### src/rtl/serializador.sv
// Parallel-to-serial word transmitter with per-bit flow control and a
// word-level acknowledge handshake guarded by a timeout.
module serializador #(
  parameter int DATA_WIDTH  = 8,
  parameter int ACK_TIMEOUT = 255
) (
  input  logic                  clk_100KHz,
  input  logic                  reset,
  input  logic [DATA_WIDTH-1:0] data_in,
  input  logic                  valid_in,
  output logic                  ready_out,
  input  logic                  rx_ready_in,
  output logic                  data_out,
  output logic                  write_out,
  input  logic                  ack_in,
  output logic                  busy_out,
  output logic                  timeout_out,
  output logic [7:0]            sent_count_out
);

  localparam int CNT_W = $clog2(DATA_WIDTH) + 1;
  localparam logic [CNT_W-1:0] LAST_BIT = CNT_W'(DATA_WIDTH - 1);
  localparam logic [7:0]       TMO_LAST = 8'(ACK_TIMEOUT - 1);

  typedef enum logic [1:0] {
    IDLE,
    SEND,
    WAIT_ACK
  } state_t;

  state_t                state;
  state_t                next_state;
  logic [DATA_WIDTH-1:0] shreg;
  logic [CNT_W-1:0]      bit_cnt;
  logic [7:0]            tmo_cnt;

  logic accept;
  logic shift;
  logic last_bit;
  logic acked;
  logic expired;

  always_ff @(posedge clk_100KHz) begin
    if (reset) begin
      state <= IDLE;
    end else begin
      state <= next_state;
    end
  end

  // An ack arriving in the expiry cycle wins over the timeout.
  always_comb begin
    accept     = (state == IDLE) && valid_in;
    shift      = (state == SEND) && rx_ready_in;
    last_bit   = shift && (bit_cnt == LAST_BIT);
    acked      = (state == WAIT_ACK) && ack_in;
    expired    = (state == WAIT_ACK) && !ack_in && (tmo_cnt == TMO_LAST);
    next_state = state;
    case (state)
      IDLE:     if (accept) next_state = SEND;
      SEND:     if (last_bit) next_state = WAIT_ACK;
      WAIT_ACK: if (acked || expired) next_state = IDLE;
      default:  next_state = IDLE;
    endcase
  end

  always_comb begin
    ready_out = (state == IDLE);
    busy_out  = !ready_out;
  end

  // Serial outputs are registered; data_out holds its last bit while stalled.
  always_ff @(posedge clk_100KHz) begin
    if (reset) begin
      shreg          <= '0;
      bit_cnt        <= '0;
      tmo_cnt        <= '0;
      data_out       <= 1'b0;
      write_out      <= 1'b0;
      timeout_out    <= 1'b0;
      sent_count_out <= '0;
    end else begin
      write_out   <= 1'b0;
      timeout_out <= 1'b0;
      if (accept) begin
        shreg   <= data_in;
        bit_cnt <= '0;
      end
      if (shift) begin
        data_out  <= shreg[DATA_WIDTH-1];
        write_out <= 1'b1;
        shreg     <= shreg << 1;
        bit_cnt   <= bit_cnt + CNT_W'(1);
      end
      if (last_bit) begin
        tmo_cnt <= '0;
      end else if ((state == WAIT_ACK) && !acked && !expired) begin
        tmo_cnt <= tmo_cnt + 8'd1;
      end
      if (acked) begin
        sent_count_out <= sent_count_out + 8'd1;
      end
      if (expired) begin
        timeout_out <= 1'b1;
      end
    end
  end

endmodule

### config.mk
export PLATFORM = sky130hd
export DESIGN_NAME = serializador
export DESIGN_NICKNAME = d
export VERILOG_FILES = /design/src/rtl/serializador.sv
export SDC_FILE = /design/constraint.sdc
export NUM_CORES = 1
export LEC_CHECK = 0
export ABC_AREA = 0
export CELL_PAD_IN_SITES_DETAIL_PLACEMENT = 1
export CELL_PAD_IN_SITES_GLOBAL_PLACEMENT = 1
export CORE_MARGIN = 3
export CORE_UTILIZATION = 37
export CTS_BUF_LIST = sky130_fd_sc_hd__clkbuf_4
export DETAILED_ROUTE_END_ITERATION = 16
export PLACE_DENSITY = 0.8
export SLEW_MARGIN = 25
export SYNTH_ARGS = -nofsm -noshare
export SYNTH_HDL_FRONTEND = slang
export SYNTH_SLANG_ARGS = --single-unit
### constraint.sdc
create_clock -name clk_100KHz -period 1.2 [get_ports clk_100KHz]
set_input_delay 0.12 -clock clk_100KHz [delete_from_list [all_inputs] [get_ports clk_100KHz]]
set_output_delay 0.12 -clock clk_100KHz [all_outputs]
set_load 0.05 [all_outputs]
* Word-level counts from Yosys, hierarchy flattened
Index checks and enable logic that the tools add are counted.
Storage, ports and cells: register bits after elaboration 33, input bits 13, output and inout bits 13, word-level logic and storage cells 47
Operators by class: $add $sub $neg 3, equality and inequality tests 7, mux-type cells 10, reduce and logical (&&, ||, !) cells 18
Operator list (count):
- $add A8 B1 Y8 const B | 2
- $mux W8 | 2
- $eq A8 B8 Y1 const B | 1
- $logic_and A1 B1 Y1 | 8
- $mux W4 | 2
- $mux W2 | 3
- $pmux W2 S3 | 1
- $add A4 B1 Y4 const B | 1
- $eq A4 B3 Y1 const B | 1
- $logic_not A1 Y1 | 4
- $ne A2 B1 Y1 const B | 2
- $reduce_or A2 Y1 | 2
- $reduce_and A3 Y1 | 1
- $eq A2 B1 Y1 const B | 1
- $eq A2 B2 Y1 const B | 1
- $logic_not A2 Y1 | 1
- $mux W1 | 2
- $ne A2 B2 Y1 const B | 1
- $reduce_bool A2 Y1 | 1
- $logic_or A1 B1 Y1 | 1

* Longest topological paths before layout
Gate-level depths: netlist of run 1.
depth after elaboration 6, mapped depth 5, mapped depth without buffers 5

* Worst setup path before layout of run 1
No wires, ideal clock.
path kind flip-flop to output port, start point register state[0], end point output port busy_out, data arrival time 1.611 ns, data required time 1.080 ns, path slack -0.531 ns, cell stages (with the launch flop) 4, path buffers 1, cells stage by stage dfxtp_1 > buf_2 > nor2_1 > inv_1
Between the ends: longest elaborated chain between the ends 2
Ends and longest elaborated chain:
- start, declared | RTL line 31 | state_t state;
- start signal, assigned | RTL line 47 | state <= next_state;
- $logic_not A2 Y1 | RTL line 68 | ready_out = (state == IDLE);
- net ready_out | RTL line 11 | output logic ready_out,
- $logic_not A1 Y1 | RTL line 69 | busy_out = !ready_out;
- end, declared | RTL line 16 | output logic busy_out,
The timed path passes the listed nets, and every way through them passes these cells.

* Worst setup path in the final report of run 1
start point register state[0], end point register tmo_cnt[1]
Between the ends: longest elaborated chain between the ends 5, elaborated cells between the ends (all ways) 12, those cells by class 2 x eq/ne; 10 x reduce/logical
Ends and longest elaborated chain:
- $eq A2 B2 Y1 | RTL line 56, 57, 97
- $logic_and A1 B1 Y1 (on tied branches) | RTL line 56, 57
- $logic_not A1 Y1 / $logic_and A1 B1 Y1 (equally long branches) | RTL line 97, 57
- $logic_and A1 B1 Y1 / $logic_not A1 Y1 (equally long branches) | RTL line 97 | end else if ((state == WAIT_ACK) && !acked && !expired) begin
- $logic_and A1 B1 Y1 | RTL line 97
- end signal, assigned | RTL line 98 | tmo_cnt <= tmo_cnt + 8'd1;
- end, declared | RTL line 35 | logic [7:0] tmo_cnt;
Several ways; a longest one is shown, not always the timed one. A chain may end at the register's enable or synchronous reset.

==> metrics.md, run 1 <==
| Metric | Value |
|---|---|
| Status | `complete, but fails checks` |
| Failing checks | `setup timing` |
| Vias in the first global route | `1,966` |
| Synth unique cells | `49` |
| I/O Pins | `26` |
| Xor/xnor share of the synthesized area | `0.551%` |
| Maximum VDD drop | `0.643 mV` |
| Port Buffer Count | `25` |
| Worst slew pin tran | `0.378 ns` |
| DR WL/cell | `26.7 um` |
| Most frequent cells in the layout | `36 x buf_4, 22 x dfxtp_1, 13 x buf_12` |
| Cells after DPL | `273` |
| Row count | `23` |
| Via count | `1,918` |
| Most common cell after layout, fill and taps aside | `buf_4` |
| CTS root buf | `clkbuf_4` |
| P_int | `between 1.5 and 2 mW` |
| Worst reg2reg path depth | `5` |
| Die X-Extent | `71.5 um` |
| First-pass GRT wire length | `10,600 um` |
| Combinational share of power | `16.2%` |
| Slowest stage delay, CP | `roughly 0.38 ns` |
| Fin. Hold Viols | `0` |
| Power share of the clock group | `32.5%` |
| Ys async rst share | `0%` |
| Final Critical Period | `1.58 ns` |
| Routed Antenna Nets | `0` |
| Simple-gate share of the synthesized area | `~27%` |
| Drt first pass iters | `4` |
| Critical path capture point type | `flop` |
| Die H | `71.5 um` |
| CP Class | `flop to flop` |
| Slowest CP cell | `a221oi_2` |
| DIE AREA | `0.00512 mm^2` |
| Layout Nets | `266` |
| Layout cell share with drive strength beyond 1 | `54.8%` |
| Count of final setup violators | `36` |
| CTS tree | `done` |
| Fin crit share | `132%` |
| # DRC | `0` |
| Bufs and invs on worst path | `2` |
| Sw Pwr | `0.659 mW` |
| Fraction of power spent switching nets | `between 30% and 40%` |
| Drt via density | `6.39` |
| EDFF count, synth | `0` |
| Clock Tree Buf Depth | `2` |
| Sequential area share after synthesis | `about two fifths` |
| Setup TNS | `-8.23 ns` |
| Complex-gate fraction of the synthesized area | `approximately 20%` |
| WHS Path Cells | `3` |
| Setup WS post-layout | `-0.378 ns` |
| All-Layer GR Usage | `27.5%` |
| Largest family of logic cells by synthesized area | `simple AND/OR/NAND/NOR gates` |
| Pwr/cell area | `783 mW/mm^2` |
| N_diodes | `0` |
| Fin area | `0.00278 mm^2` |
| Global routing's busiest layer | `met2` |
| Syn Nets | `about 190` |
| RSZ-0062 raised after global routing | `yes` |
| Core Area | `between 0.004 and 0.005 mm^2` |
| Initial core utilization | `39.2%` |
| Post-synthesis mux area share | `3.86%` |
| CTS Buf Count | `5` |
| Pin count of the biggest net entering global routing | `24` |
| Worst-path clk slew | `0.14 ns` |
| Worst EP required | `approximately 1.4 ns` |
| Clk sinks | `33` |
| Slew Limit Fails | `0` |
| Worst Hold Class | `input port to flop` |
| Synthesized area per cell | `9.03 um^2` |
| Final Non-Filler Cells | `300` |
| DPL Wire Length | `3450 um` |
| CP startpoint kind | `flop` |
| Gate Count Post-Synth | `around 180` |
| Grt met2 use | `48.1%` |
| Routability cong. | `0.910` |
| GRT overflow | `0` |
| Post-place instance area | `0.00229 mm^2` |
| Synth Register Bits | `33` |
| Met1 usage | `between 30% and 40%` |
| Yosys Warn Count | `0` |
| Post-CTS Hold Buffers | `0` |
| H-tree levels | `2` |
| R2R setup slack | `-0.38 ns` |
| Setup Skew | `0.0347 ns` |
| P_leak | `1.12 nW` |
| Prevailing post-synth register cell | `dfxtp_1` |
| Initial antenna violation count | `0` |
| Slew HR | `74.8%` |
| Drt first-iter violations | `between 150 and 200` |
| Flop pwr share | `51.3%` |
| CP top delay family | `compound AO/OA/AOI/OAI gates` |
| Max-cap violations | `0` |
| Routed WL | `around 8000 um` |
| Synth Area in Adders | `3.15%` |
| Fmax achieved | `634 MHz` |
| CP cell instances | `buf_6 > buf_4 > nor3b_4 > o21ai_2 > a221oi_2` |
| Area delta synth->final | `74.9%` |
| Critical Path Fanout Max | `4` |
| Skew-Pair Late Insertion Delay | `0.38 ns` |
| Post-Syn Area | `0.00159 mm^2` |
| CP arrival | `1.82 ns` |
| Critical Path Stages | `5` |
| M3 GR Usage | `4.07%` |
## path summary, 6_finish.rpt
check | start | end
worst max-delay path | state[0] | tmo_cnt[1]
worst min-delay path | data_in[2] | shreg[2]
worst min register to register | shreg[7] | data_out
worst max register to register | state[0] | tmo_cnt[1]
## flip-flops by register name, indices dropped and copies added (netlist names)
| signal | flops |
|---|---|
| sent_count_out | 8 |
| shreg | 8 |
| tmo_cnt | 8 |
| bit_cnt | 4 |
| state | 2 |
| data_out | 1 |
| timeout_out | 1 |
| write_out | 1 |
## Yosys cell counts (2+ instances only)
library cell | count | area, um^2
mux2i_1 | 5 | 50.1
and3_1 | 2 | 12.5
o31ai_1 | 3 | 22.5
nand2b_1 | 3 | 18.8
nand4b_1 | 2 | 17.5
nor3_1 | 8 | 40.0
clkbuf_1 | 4 | 15.0
o22ai_1 | 2 | 12.5
a21oi_1 | 18 | 90.1
nand4_1 | 3 | 18.8
nand2_1 | 6 | 22.5
nor3b_2 | 2 | 25.0
nand3_1 | 11 | 55.1
dfxtp_1 | 33 | 661
or4_1 | 3 | 22.5
a31oi_1 | 3 | 18.8
inv_1 | 4 | 15.0
nand3b_1 | 2 | 15.0
o21ai_0 | 10 | 50.1
and2_1 | 3 | 18.8
ha_1 | 4 | 50.1
nor2_1 | 7 | 26.3
nor2b_1 | 3 | 18.8
or3_2 | 2 | 15.0
or3_1 | 2 | 12.5
a22oi_1 | 6 | 45.0
buf_2 | 3 | 15.0
## power by group through the flow
stage / clock network, mW / logic (mW) / registers, mW
6_report: 0.706 / 0.352 / 1.12
5_1_grt: 0.755 / 0.363 / 1.12
4_1_cts: 0.657 / 0.300 / 1.11
3_5_place_dp: 0 / 0.254 / 1.15
3_3_place_gp: 0 / 0.245 / 1.14
2_1_floorplan: 0 / 0.126 / 1.15
## layout make-up
class,instances,area (um^2)
timing repair buffer,72,768
clock inverter,2,10.0
clock buffer,6,45.0
multi-input combinational,133,1180
sequential,33,699
inverter,4,17.5
tap,50,62.6
fill,422,1280
## stage by stage
stage               utilization [%]  setup WS [ns]  power [mW]  hold slack [ns]
CTS                            64.6         -0.281        2.07            0.365
floorplan                         -        -0.0596        1.27            0.302
global route                   68.5         -0.430        2.24            0.425
detailed placement             56.6         -0.389        1.40            0.453
global placement               56.6         -0.330        1.39            0.452
finish                         68.5         -0.378        2.17            0.425
## per-layer routing
layer / share of wire, % / vias to the layer above
li1: - / 818
met1: 42 / 974
met2: 49 / 89
met3: 4.6 / 37
met4: 5.0 / 0
met5: 0 / -
## worst min-delay path: cells and delay by family
family	cells	cell delay, ns
buffers and inverters	1	0.45
AO/OA/AOI/OAI	2	0.20
## repair_timing
| item | CTS | global route |
|---|---|---|
| buffers inserted | 11 | 6 |
| gates resized for setup | 42 | 30 |
| gates cloned | 3 | 0 |
| pin swaps | 21 | 7 |
| endpoints found under the setup margin | 33 | 34 |
## cell families (layout without fill, tap and decap cells)
family                   after synthesis  count (layout)
AND/OR/NAND/NOR                       68              71
XOR/XNOR                               1               1
flip-flops                            33              33
buffers and inverters                 13              84
multiplexers                           6               6
adder cells (fa/ha/maj)                4               4
AO/OA/AOI/OAI                         51              51
(Power assumes the default switching activity.)
==> run 2: changes to the inputs <==
--- a/config.mk
+++ b/config.mk
@@ -13,6 +13,7 @@
 export CTS_BUF_LIST = sky130_fd_sc_hd__clkbuf_4
 export DETAILED_ROUTE_END_ITERATION = 16
 export PLACE_DENSITY = 0.8
+export REMOVE_ABC_BUFFERS = 1
 export SLEW_MARGIN = 25
 export SYNTH_ARGS = -nofsm -noshare
 export SYNTH_HDL_FRONTEND = slang
==> metrics.md, run 2 (synthesis gave the netlist of run 1 again) <==
| Metric | Value |
|---|---|
| Worst Hold Class | `input port to flop` |
| Drt first pass iters | `4 (unchanged)` |
| Fin crit share | `123% (-8.4 points)` |
| Setup Skew | `0.0152 ns (-0.0195 ns)` |
| Failing checks | `setup timing` |
| CP top delay family | `flip-flops` |
| Vias in the first global route | `1,698 (-14%)` |
| Worst slew pin tran | `0.299 ns (-0.0790 ns)` |
| Final Critical Period | `1.48 ns (-0.101 ns)` |
| Cells after DPL | `277 (+1.5%)` |
| Status | `complete, but fails checks` |
| Critical Path Fanout Max | `6 (+2)` |
| CTS tree | `done` |
| Biggest regs | `sent_count_out x8, shreg x8, tmo_cnt x8` |
| WHS Path Cells | `3 (unchanged)` |
| Area delta synth->final | `77.8%` |
| Worst reg2reg path depth | `5 (unchanged)` |
| Post-route core utilization | `69.6% (+1.1 points)` |
| All-Layer GR Usage | `20.9% (-6.5 points)` |
| Initial antenna violation count | `0 (unchanged)` |
| Routed WL | `7350 um (-8.2%)` |
| Die H | `71.5 um (unchanged)` |
| HP Start | `data_in[0]` |
| Slew HR | `79.9% (+5.1 points)` |
| Slew Limit Fails | `0 (unchanged)` |
| Setup WS post-layout | `-0.277 ns (+0.101 ns)` |
| Slowest CP cell | `dfxtp_4` |
| Most frequent cells in the layout | `41 x buf_4, 22 x dfxtp_1, 13 x buf_12` |
| Worst-path clk slew | `0.11 ns (-0.03 ns)` |
| I/O Pins | `26 (unchanged)` |
| Post-CTS Hold Buffers | `0 (unchanged)` |
| Max-cap violations | `0 (unchanged)` |
| Hold path endpoint | `shreg[0]` |
| Hold slack | `0.394 ns (-0.0307 ns)` |
| Reg2reg end | `tmo_cnt[0]` |
| Count of final setup violators | `34 (-5.6%)` |
| H-tree levels | `2 (unchanged)` |
| P_leak | `1.07 nW (-4.5%)` |
| Pin count of the biggest net entering global routing | `19 (-21%)` |
| Critical path capture point type | `flop` |
| Clock Tree Buf Depth | `2 (unchanged)` |
| Core Area | `0.00406 mm^2 (unchanged)` |
| DPL Wire Length | `3470 um (+0.66%)` |
| Port Buffer Count | `25 (unchanged)` |
| CP startpoint kind | `flop` |
| Worst EP required | `1.44 ns (about the same)` |
| CTS Buf Count | `5 (unchanged)` |
| Row count | `23 (unchanged)` |
| Initial core utilization | `39.2% (unchanged)` |
| R2R setup slack | `-0.28 ns (+0.10 ns)` |
| Fin. Hold Viols | `0 (unchanged)` |
| Final Non-Filler Cells | `302 (+0.67%)` |
| N_diodes | `0 (unchanged)` |
| Layout Nets | `268 (+0.75%)` |
| CP Class | `flop to flop` |
| Drt via density | `6.13 (-4.1%)` |
| Skew-Pair Late Insertion Delay | `0.36 ns (-0.02 ns)` |
| # DRC | `0 (unchanged)` |
| CTS root buf | `clkbuf_4` |
| Routability cong. | `0.912 (+0.15%)` |
| DR WL/cell | `24.3 um (-8.8%)` |
| DIE AREA | `0.00512 mm^2 (unchanged)` |
| Crit Reg-Reg Startpoint | `state[0]` |
| Drt first-iter violations | `148 (-18%)` |
| CP arrival | `1.72 ns (-0.10 ns)` |
| GRT overflow | `0 (unchanged)` |
| Pwr/cell area | `765 mW/mm^2 (-2.2%)` |
| Fmax achieved | `677 MHz (+6.8%)` |
| Slowest stage delay, CP | `0.43 ns (+0.05 ns)` |
| Bufs and invs on worst path | `2 (unchanged)` |
| Maximum VDD drop | `0.467 mV (-27%)` |
| Routed Antenna Nets | `0 (unchanged)` |
| Most common cell after layout, fill and taps aside | `buf_4` |
| RSZ-0062 raised after global routing | `yes` |
| First-pass GRT wire length | `8350 um (-21%)` |
| Die X-Extent | `71.5 um (unchanged)` |
| CP cell instances | `buf_6 > nand4b_1 > buf_4 > o21ai_1 > mux2i_2` |
| Layout cell share with drive strength beyond 1 | `57.9% (+3.1 points)` |
| Clk sinks | `33 (unchanged)` |
| Via count | `1,852 (-3.4%)` |
## run 2: how the worst max path moves through the flow
stage / start / endpoint / slack, ns / cells past startpoint
4_1_cts: state[0] / sent_count_out[7] / -0.16 / 3
6_report: state[0] / tmo_cnt[0] / -0.28 / 5
3_5_place_dp: ack_in / tmo_cnt[7] / -0.46 / 6
2_1_floorplan: state[1] / busy_out / -0.48 / 2
3_3_place_gp: ack_in / tmo_cnt[1] / -0.35 / 5
5_1_grt: state[0] / tmo_cnt[0] / -0.34 / 5
## run 2: worst min-delay path, stage by stage
cell	delay, ns
clkdlybuf4s50_1	0.41
mux2i_1	0.14
nor3_1	0.06
## run 2: repair_timing
item	CTS	global route
endpoints found under the setup margin	34	37
setup buffers	5	10
gates resized for setup	29	80
gates cloned	0	2
pin swaps	11	21
## run 2: layer usage
layer,vias up,routed length (um),track usage [%]
met1,946,2850,23.3
met5,-,0,0
met3,26,293,5.19
met2,60,3970,38.5
met4,0,235,7.10
li1,820,-,-
## run 2: layout make-up
| class | instances | area (um^2) |
|---|---|---|
| inverters | 4 | 15.0 |
| clock buffers | 6 | 45.0 |
| fillers | 412 | 1230 |
| repair buffers | 76 | 801 |
| clock inverters | 2 | 10.0 |
| flip-flops and latches | 33 | 689 |
| well taps | 50 | 62.6 |
| multi-input cells | 131 | 1200 |
## run 2: power by group
group          internal, mW  leakage, nW  switching, mW  total [mW]
clock network         0.246       0.0354          0.430       0.675
logic                 0.171        0.759          0.180       0.351
registers              1.11        0.275         0.0282        1.14
## run 2: stage by stage
stage | power [mW] | TNS (ns) | worst slack (ns) | instance area (um^2)
5_1_grt | 2.24 | -7.23 | -0.344 | 2830
3_3_place_gp | 1.39 | -8.72 | -0.351 | 2250
2_1_floorplan | 1.26 | -4.39 | -0.475 | 1540
3_5_place_dp | 1.40 | -9.85 | -0.458 | 2250
4_1_cts | 2.06 | -2.85 | -0.161 | 2430
6_report | 2.16 | -5.48 | -0.277 | 2830
